$ cat src/rtl/axi_tdd_ng_pkg.sv
// rtl/axi_tdd_ng_pkg.sv - shared types for the TDD frame-profile sequencer
//
// Contents:
//   seq_state_t : sequencer FSM states (IDLE, LOAD, SYNC, RUN, STOP)

package axi_tdd_ng_pkg;

  typedef enum logic [2:0] {
    SEQ_IDLE = 3'd0,
    SEQ_LOAD = 3'd1,
    SEQ_SYNC = 3'd2,
    SEQ_RUN  = 3'd3,
    SEQ_STOP = 3'd4
  } seq_state_t;

endpackage

$ cat src/rtl/axi_tdd_ng_profile_seq.sv
// rtl/axi_tdd_ng_profile_seq.sv - frame-profile sequencer feeding the TDD counter
//
// Ports:
//   clk, rst                : TDD clock, synchronous active-high reset
//   cfg_wr/addr/...         : profile table write (length, frame count, startup delay)
//   seq_last, seq_loop      : last profile index of the schedule, wrap-around enable
//   seq_start, seq_stop     : start pulse, graceful-stop pulse
//   tdd_endof_frame         : end-of-frame pulse from the counter
//   tdd_enable/sync_soft    : counter enable and one-cycle soft sync
//   tdd_frame_length/...    : active frame parameters driven into the counter
//   seq_profile/busy/done   : active profile, busy flag, completion pulse
//   seq_error               : sticky, a zero frame count was encountered

module axi_tdd_ng_profile_seq
  import axi_tdd_ng_pkg::*;
#(
  parameter int PROFILE_COUNT     = 4,
  parameter int REGISTER_WIDTH    = 32,
  parameter int BURST_COUNT_WIDTH = 32
) (
  input  logic                             clk,
  input  logic                             rst,
  input  logic                             cfg_wr,
  input  logic [$clog2(PROFILE_COUNT)-1:0] cfg_addr,
  input  logic [REGISTER_WIDTH-1:0]        cfg_frame_length,
  input  logic [BURST_COUNT_WIDTH-1:0]     cfg_frame_count,
  input  logic [REGISTER_WIDTH-1:0]        cfg_startup_delay,
  input  logic [$clog2(PROFILE_COUNT)-1:0] seq_last,
  input  logic                             seq_loop,
  input  logic                             seq_start,
  input  logic                             seq_stop,
  input  logic                             tdd_endof_frame,
  output logic                             tdd_enable,
  output logic                             tdd_sync_soft,
  output logic [REGISTER_WIDTH-1:0]        tdd_frame_length,
  output logic [BURST_COUNT_WIDTH-1:0]     tdd_burst_count,
  output logic [REGISTER_WIDTH-1:0]        tdd_startup_delay,
  output logic [$clog2(PROFILE_COUNT)-1:0] seq_profile,
  output logic                             seq_busy,
  output logic                             seq_done,
  output logic                             seq_error
);

  localparam int AW = $clog2(PROFILE_COUNT);
  localparam logic [AW-1:0] LAST_MAX = AW'(PROFILE_COUNT - 1);

  // Profile table: deliberately not reset, software reprograms it after reset.
  logic [REGISTER_WIDTH-1:0]    len_tbl [PROFILE_COUNT];
  logic [BURST_COUNT_WIDTH-1:0] cnt_tbl [PROFILE_COUNT];
  logic [REGISTER_WIDTH-1:0]    dly_tbl [PROFILE_COUNT];

  seq_state_t                   state, state_next;
  logic [BURST_COUNT_WIDTH-1:0] frame_cnt;
  logic [BURST_COUNT_WIDTH-1:0] act_cnt;
  logic                         stop_pending;

  logic [AW-1:0] last_c;
  logic [AW-1:0] prof_next;
  logic          load_first;
  logic          switch_prof;
  logic          cnt_inc;
  logic          set_err;
  logic          done_next;

  assign last_c    = (seq_last > LAST_MAX) ? LAST_MAX : seq_last;
  assign prof_next = (seq_profile == last_c) ? '0 : seq_profile + 1'b1;

  assign tdd_enable      = (state == SEQ_SYNC) || (state == SEQ_RUN);
  assign tdd_sync_soft   = (state == SEQ_SYNC);
  assign seq_busy        = (state != SEQ_IDLE);
  // The counter free-runs; frame counting is done here.
  assign tdd_burst_count = '0;

  always_ff @(posedge clk) begin
    if (cfg_wr) begin
      len_tbl[cfg_addr] <= cfg_frame_length;
      cnt_tbl[cfg_addr] <= cfg_frame_count;
      dly_tbl[cfg_addr] <= cfg_startup_delay;
    end
  end

  always_ff @(posedge clk) begin
    if (rst) begin
      state <= SEQ_IDLE;
    end else begin
      state <= state_next;
    end
  end

  always_comb begin
    state_next  = state;
    load_first  = 1'b0;
    switch_prof = 1'b0;
    cnt_inc     = 1'b0;
    set_err     = 1'b0;
    done_next   = 1'b0;
    case (state)
      SEQ_IDLE: begin
        // A coincident stop is simply not looked at here, so start wins.
        if (seq_start) begin
          state_next = SEQ_LOAD;
        end
      end
      SEQ_LOAD: begin
        load_first = 1'b1;
        if (cnt_tbl[0] == '0) begin
          set_err    = 1'b1;
          done_next  = 1'b1;
          state_next = SEQ_IDLE;
        end else if (seq_stop) begin
          done_next  = 1'b1;
          state_next = SEQ_STOP;
        end else begin
          state_next = SEQ_SYNC;
        end
      end
      SEQ_SYNC: begin
        if (seq_stop) begin
          done_next  = 1'b1;
          state_next = SEQ_STOP;
        end else begin
          state_next = SEQ_RUN;
        end
      end
      SEQ_RUN: begin
        if (tdd_endof_frame) begin
          if (stop_pending || seq_stop) begin
            done_next  = 1'b1;
            state_next = SEQ_STOP;
          end else if (frame_cnt == act_cnt - 1'b1) begin
            if ((seq_profile == last_c) && !seq_loop) begin
              done_next  = 1'b1;
              state_next = SEQ_STOP;
            end else if (cnt_tbl[prof_next] == '0) begin
              set_err    = 1'b1;
              done_next  = 1'b1;
              state_next = SEQ_STOP;
            end else begin
              // Seamless switch: no resync, enable stays high.
              switch_prof = 1'b1;
            end
          end else begin
            cnt_inc = 1'b1;
          end
        end
      end
      SEQ_STOP: begin
        state_next = SEQ_IDLE;
      end
      default: begin
        state_next = SEQ_IDLE;
      end
    endcase
  end

  always_ff @(posedge clk) begin
    if (rst) begin
      frame_cnt         <= '0;
      act_cnt           <= '0;
      stop_pending      <= 1'b0;
      tdd_frame_length  <= '0;
      tdd_startup_delay <= '0;
      seq_profile       <= '0;
      seq_done          <= 1'b0;
      seq_error         <= 1'b0;
    end else begin
      seq_done <= done_next;

      if (state_next != SEQ_RUN) begin
        stop_pending <= 1'b0;
      end else if (seq_stop) begin
        stop_pending <= 1'b1;
      end

      if ((state == SEQ_IDLE) && seq_start) begin
        seq_error <= 1'b0;
      end else if (set_err) begin
        seq_error <= 1'b1;
      end

      if (load_first) begin
        tdd_frame_length  <= len_tbl[0];
        tdd_startup_delay <= dly_tbl[0];
        act_cnt           <= cnt_tbl[0];
        seq_profile       <= '0;
        frame_cnt         <= '0;
      end else if (switch_prof) begin
        tdd_frame_length <= len_tbl[prof_next];
        act_cnt          <= cnt_tbl[prof_next];
        seq_profile      <= prof_next;
        frame_cnt        <= '0;
      end else if (cnt_inc) begin
        frame_cnt <= frame_cnt + 1'b1;
      end
    end
  end

endmodule
$ cat config.mk
export PLATFORM = sky130hd
export DESIGN_NAME = axi_tdd_ng_profile_seq
export DESIGN_NICKNAME = d
export VERILOG_FILES = /design/src/rtl/axi_tdd_ng_pkg.sv /design/src/rtl/axi_tdd_ng_profile_seq.sv
export SDC_FILE = /design/constraint.sdc
export NUM_CORES = 1
export LEC_CHECK = 0
export ABC_AREA = 1
export CORE_ASPECT_RATIO = 0.9
export CORE_MARGIN = 4
export CORE_UTILIZATION = 53
export DETAILED_ROUTE_END_ITERATION = 10
export PLACE_DENSITY = 0.84
export SETUP_SLACK_MARGIN = 0.3
export SYNTH_ARGS = -nofsm -noshare
export SYNTH_HDL_FRONTEND = slang
export SYNTH_SLANG_ARGS = --single-unit
$ cat constraint.sdc
create_clock -name clk -period 16.6 [get_ports clk]
set_clock_uncertainty 0.15 [all_clocks]
set_input_delay 1.66 -clock clk [delete_from_list [all_inputs] [get_ports clk]]
set_output_delay 1.66 -clock clk [all_outputs]
set_load 0.005 [all_outputs]
Yosys cells after proc, flatten, opt, wreduce, memory -nomap -nowiden
Memory sizes are Yosys's and may differ from the RTL's. A register that Yosys moved wholly into a read port is not among the register bits.
Index checks and enable logic that the tools add are counted.
Storage, ports and cells
  RAM bits: 384
  register bits: 104
  memories kept: 3
  word-level logic and storage cells: 78
Memory list
  cnt_tbl: words 4, bits a word 32, rd ports 2, clocked after memory_dff 0, write ports 1, RTL line axi_tdd_ng_profile_seq.sv:49  | logic [BURST_COUNT_WIDTH-1:0] cnt_tbl [PROFILE_COUNT];
  dly_tbl: words 4, bits a word 32, rd ports 1, clocked after memory_dff 1, write ports 1, RTL line axi_tdd_ng_profile_seq.sv:50  | logic [REGISTER_WIDTH-1:0] dly_tbl [PROFILE_COUNT];
  len_tbl: words 4, bits a word 32, rd ports 2, clocked after memory_dff 0, write ports 1, RTL line axi_tdd_ng_profile_seq.sv:48  | logic [REGISTER_WIDTH-1:0] len_tbl [PROFILE_COUNT];
Operators by class
  equal/unequal tests: 6
  magnitude comparators: 1
  muxes and demuxes: 43
  add/subtract/negate cells: 3
  reductions and logical operators: 14
Operators with widths (number)
  32-bit 2-to-1 mux: 4
  32-bit zero test: 2
  32-bit by 1-bit adder with 32-bit output, second input constant: 1
  32-bit == test: 1
  32-bit by 1-bit subtractor with 32-bit output, second input constant: 1
  3-bit 2-to-1 mux: 9
  1-bit 2-to-1 mux: 25
  3-bit one-hot mux with 4 select lines: 1
  3-bit by 2-bit == test with 1-bit output, second input constant: 2
  2-bit OR reduction: 3
  2-bit 2-to-1 mux: 2
  3-bit by 1-bit == test with 1-bit output, second input constant: 1
  3-bit zero test: 1
  3-bit by 2-bit inequality test with 1-bit output, second input constant: 1
  1-bit one-hot mux with 3 select lines: 1
  3-bit nonzero test: 1
  3-bit OR reduction: 1
  2-bit by 1-bit adder with 2-bit output, second input constant: 1
  2-bit == test: 1
  2-bit > comparator, second input constant: 1
  1-bit logical AND: 2
  1-bit logical OR: 2
  1-bit one-hot mux with 2 select lines: 1
  2-bit nonzero test: 1
  1-bit zero test: 1

Longest topological paths before layout
An unclocked memory read counts as a cell.
  depth after elaboration: 14
  depth in mapped cells: 23
  mapped depth without buffers: 22

Least setup slack after synthesis
Ideal clock, no wire load.
  kind: input to register
  from: input port cfg_addr[0]
  to: memory cnt_tbl[0][0] (enable)
  setup time: 0.670 ns
  required time: 15.780 ns
  arrival time: 8.309 ns
  slack: 7.471 ns
  stages: 1
  cells stage by stage: nor3_1
RTL lines
  from (decl): RTL line axi_tdd_ng_profile_seq.sv:24  | input logic [$clog2(PROFILE_COUNT)-1:0] cfg_addr,
  to (decl): RTL line axi_tdd_ng_profile_seq.sv:49
No word-level cell before the write port.

Worst setup path after layout
  from: input port seq_last[0]
  to: register act_cnt[16]
On the way
  longest elaborated chain between the ends: 13
  elaborated cells between the ends (all ways): 16
  those cells by class: 1 x order compare; 1 x eq/ne; 10 x mux; 3 x reduce/logical; 1 x memory
Ends and longest elaborated chain
  from (decl): RTL line axi_tdd_ng_profile_seq.sv:28  | input logic [$clog2(PROFILE_COUNT)-1:0] seq_last,
  2-bit > comparator: RTL line axi_tdd_ng_profile_seq.sv:65  | assign last_c = (seq_last > LAST_MAX) ? LAST_MAX : seq_last;
  2-bit 2-to-1 mux (*): RTL line axi_tdd_ng_profile_seq.sv:65
  2-bit == test (*): RTL line axi_tdd_ng_profile_seq.sv:66, axi_tdd_ng_profile_seq.sv:131
  2-bit 2-to-1 mux: RTL line axi_tdd_ng_profile_seq.sv:66  | assign prof_next = (seq_profile == last_c) ? '0 : seq_profile + 1'b1;
  memory 4 x 32 bit
  32-bit zero test: RTL line axi_tdd_ng_profile_seq.sv:134  | end else if (cnt_tbl[prof_next] == '0) begin
  1-bit 2-to-1 mux: RTL line axi_tdd_ng_profile_seq.sv:134
  1-bit 2-to-1 mux: RTL line axi_tdd_ng_profile_seq.sv:131  | if ((seq_profile == last_c) && !seq_loop) begin
  1-bit 2-to-1 mux: RTL line axi_tdd_ng_profile_seq.sv:130  | end else if (frame_cnt == act_cnt - 1'b1) begin
  1-bit 2-to-1 mux: RTL line axi_tdd_ng_profile_seq.sv:127  | if (stop_pending || seq_stop) begin
  1-bit 2-to-1 mux: RTL line axi_tdd_ng_profile_seq.sv:126  | if (tdd_endof_frame) begin
  1-bit 2-to-1 mux: RTL line axi_tdd_ng_profile_seq.sv:97  | case (state)
  2-bit nonzero test (no line)
  to (signal assigned): RTL line axi_tdd_ng_profile_seq.sv:184  | act_cnt <= cnt_tbl[0];
  to (signal assigned): RTL line axi_tdd_ng_profile_seq.sv:189  | act_cnt <= cnt_tbl[prof_next];
  to (decl): RTL line axi_tdd_ng_profile_seq.sv:54  | logic [BURST_COUNT_WIDTH-1:0] act_cnt;
Every way passes the cells marked *; elsewhere a longest branch is shown, timed or not. The select of a mux whose other input is x is not followed.
A chain may end at the register's enable or synchronous reset.

==> results.cfg <==
[setup_path]
arrival_ns = 6.55
end_kind = flop
path_class = in2reg
worstPathMaxFanout = 72
crit_top_cell = nand2_1
path_cells = clkdlybuf4s50_1, inv_1, nand2_1, nand2_1, nand2_4, nand2_2, buf_4, nand2_1, nor2_1, nor2_1, nand2_1, nor2_1, nand2_1, nor2_1, nand2_1, nand4_4, nand2_2, nand2_1, a21oi_1
cp-start-kind = input pin
cpPeakStageDelay_ns = 0.99
required_ns = 16.92
critPathSlowestCell = nand2_2

[die]
die_area_sq_um = 39010
die_w_microns = 207.8
rows = 65
core-area_sq_um = 35220
ioPinCount = 210
die_y_microns = 187.8
initial_utilization_pct = 54.05

[timing]
rsz0062_at_grt = no
relSlewSlack_pct = 21.28
tns_ns = 0
fin_crit_sh_pct = 37.49
slew_viol_final = 0
finalHoldViolations = 0
tightest_slew_ns = 1.177
setup_viol = 0
max_freq_ghz = 0.1607
holdWs_ns = 0.3328
layout_setup_ws_ns = 10.38
layout_min_cycle_time_ns = 6.224

[drt]
drtAntennaViolNets = 0
vias_per_cell = 5.698
routed_wl_mm = 50.28
drc = 0
first_pass_iters = 6
wire_per_inst_microns = 18.75
drt_iter0_drc = 1573
vias = 15283

[clock_network]
holdBufCountCts = 0
cts_inserted_buffers = 43
cts-root-buf = clkbuf_16
insertion_delay_ns = 0.54
cts.sinks = 424
cts_tree = done
post_cts.repair.setup_buffers = 0
htree_levels = 2
clk_pin_slew_ns = 0.06
cts_buffer_depth = 3
ctsResizeCount = 0

[yosys]
synth_edf_count = 288
netlist_area_sq_um = 19030
synthDistinctLibCells = 44
async_reset_ff_share_pct = 0
synth_top_area_cell = edfxtp_1
syn_inst = 2050
synthFlopType = edfxtp_1
post-synth-top-count-cell = nand2_1
synth_top_area_share_pct = 45.43
synthTopCellsByCount = nand2_1 (399), nor2_1 (356), edfxtp_1 (288), o21ai_0 (157), dfxtp_1 (136)
ys_ff_latch = 424
yosysWarnings = 0
synthTopCellsByArea = edfxtp_1 (45%), dfxtp_1 (14%), nand2_1 (7.9%)
syn_avg_cell_area_sq_um = 9.285
synth_seq_area_share_pct = 59.74

[placed_design]
post-place-ws_ns = 9.942
place_area_sq_um = 20950
place_hpwl_mm = 31.74
io_buffers = 177
placed_cells = 2603
gp_congestion = 0.9660

[cells_and_area]
final_nets = 2288
final_util_pct = 63.41
drive_gt1_share_pct = 5.154
stdcell_count = 2682
area_growth_pct = 17.32
final_area_sq_um = 22330

[run_status]
status = completed

[power_and_ir_drop]
p_total_mw = 2.471
netSwitchingPower_mw = 0.6162
intPower_mw = 1.855
seq_power_share_pct = 49.1
p_leak_nw = 8.247
max-vdd-ir-drop_v = 0.0001079
power.density_nw_per_um2 = 110.7
combPwrFrac_pct = 12.2
pwr-share-clk_pct = 38.7
netSwitchingFraction_pct = 24.94

[global_route]
first_global_vias = 14648
grt_pass1_wl_mm = 79.29
antenna_found_initial = 1
grt_overflow = 0
grt_usage_pct = 24.91
grt_max_degree = 93

[run]
maxCapViolCount = 0

[min_path]
hold_class = reg2reg
worst max-delay path: cells and delay by family:
kind            cells  cell delay, ns
compound gates      1            0.19
buf+inv             3            1.01
simple gates       15            3.61
layout make-up:
class                   instances  area, sq um
multi-input cells            1396         6646
well taps                     469        586.8
clock buffers                  53         1144
flip-flops and latches        424        11370
fillers                      2762        12880
repair buffers                192         1879
inverters                     122        461.7
clock inverters                25        240.2
diodes                          1        2.502
layout by cell type (no fill, tap or decap), types with 3 or more instances in the layout:
cell,Yosys,routed
nand2_1,399,398
nor2_1,356,356
edfxtp_1,288,288
clkdlybuf4s50_1,0,176
o21ai_0,157,157
dfxtp_1,136,136
inv_1,117,117
nand3_1,103,103
a21oi_1,93,92
clkbuf_16,0,43
xor2_1,41,41
o211ai_1,33,33
conb_1,1,32
nor3_1,31,27
nand3b_1,25,25
o22ai_1,25,25
xnor2_1,17,17
buf_4,38,15
nor4_1,14,14
nand4_1,11,11
o21ai_1,12,11
clkinv_1,2,10
a21oi_2,10,10
o22a_1,8,8
clkinv_2,0,7
clkbuf_1,71,7
a22oi_1,5,5
nor3_2,0,4
bufinv_16,0,4
clkinv_4,0,4
nor2_2,3,3
or2_2,3,3
nand2_2,3,3
nand2_4,2,3
clkbuf_8,0,3
sequential cells by signal, summed over array words and instances, names as in the netlist:
signal,cells
seq_error,1
len_tbl,128
seq_profile,2
cnt_tbl,128
tdd_frame_length,32
state,3
frame_cnt,32
act_cnt,32
dly_tbl,32
tdd_startup_delay,32
stop_pending,1
seq_done,1
power groups by stage:
stage	logic [mW]	registers [mW]	clock network [mW]
2_1_floorplan	0.187	1.23	0
3_3_place_gp	0.287	1.23	0
3_5_place_dp	0.295	1.24	0
4_1_cts	0.298	1.21	0.964
5_1_grt	0.336	1.22	1.01
6_report	0.300	1.21	0.956
worst paths after layout:
path	cells past startpoint	slack (ns)	start	end
min reg2reg	2	0.33	tdd_startup_delay[0]	tdd_startup_delay[0]
max reg2reg	18	11.11	seq_profile[0]	act_cnt[16]
max	19	10.38	seq_last[0]	act_cnt[16]
min	2	0.33	tdd_startup_delay[0]	tdd_startup_delay[0]
layer usage:
metal / share of wire [%] / global-route usage, % / up-vias / wire length, microns
li1: - / - / 7121 / -
met1: 40 / 34.18 / 7276 / 20260
met2: 47 / 40.89 / 761 / 23870
met3: 9.3 / 4.466 / 125 / 4685
met4: 2.9 / 7.653 / 0 / 1467
met5: 0 / 0 / - / 0
kinds of logic (layout without fill, tap and decap cells):
kind of cell | count (synthesis) | in the layout | share of synthesized area (%)
AO/OA/AOI/OAI | 346 | 346 | 10.18
flip-flops | 424 | 424 | 59.74
other | 1 | 33 | 0.01970
buffers and inverters | 261 | 392 | 6.225
AND/OR/NAND/NOR | 957 | 957 | 20.96
XOR/XNOR | 59 | 59 | 2.754
adder cells (fa/ha/maj) | 2 | 2 | 0.1314
(Power assumes the default switching activity.)
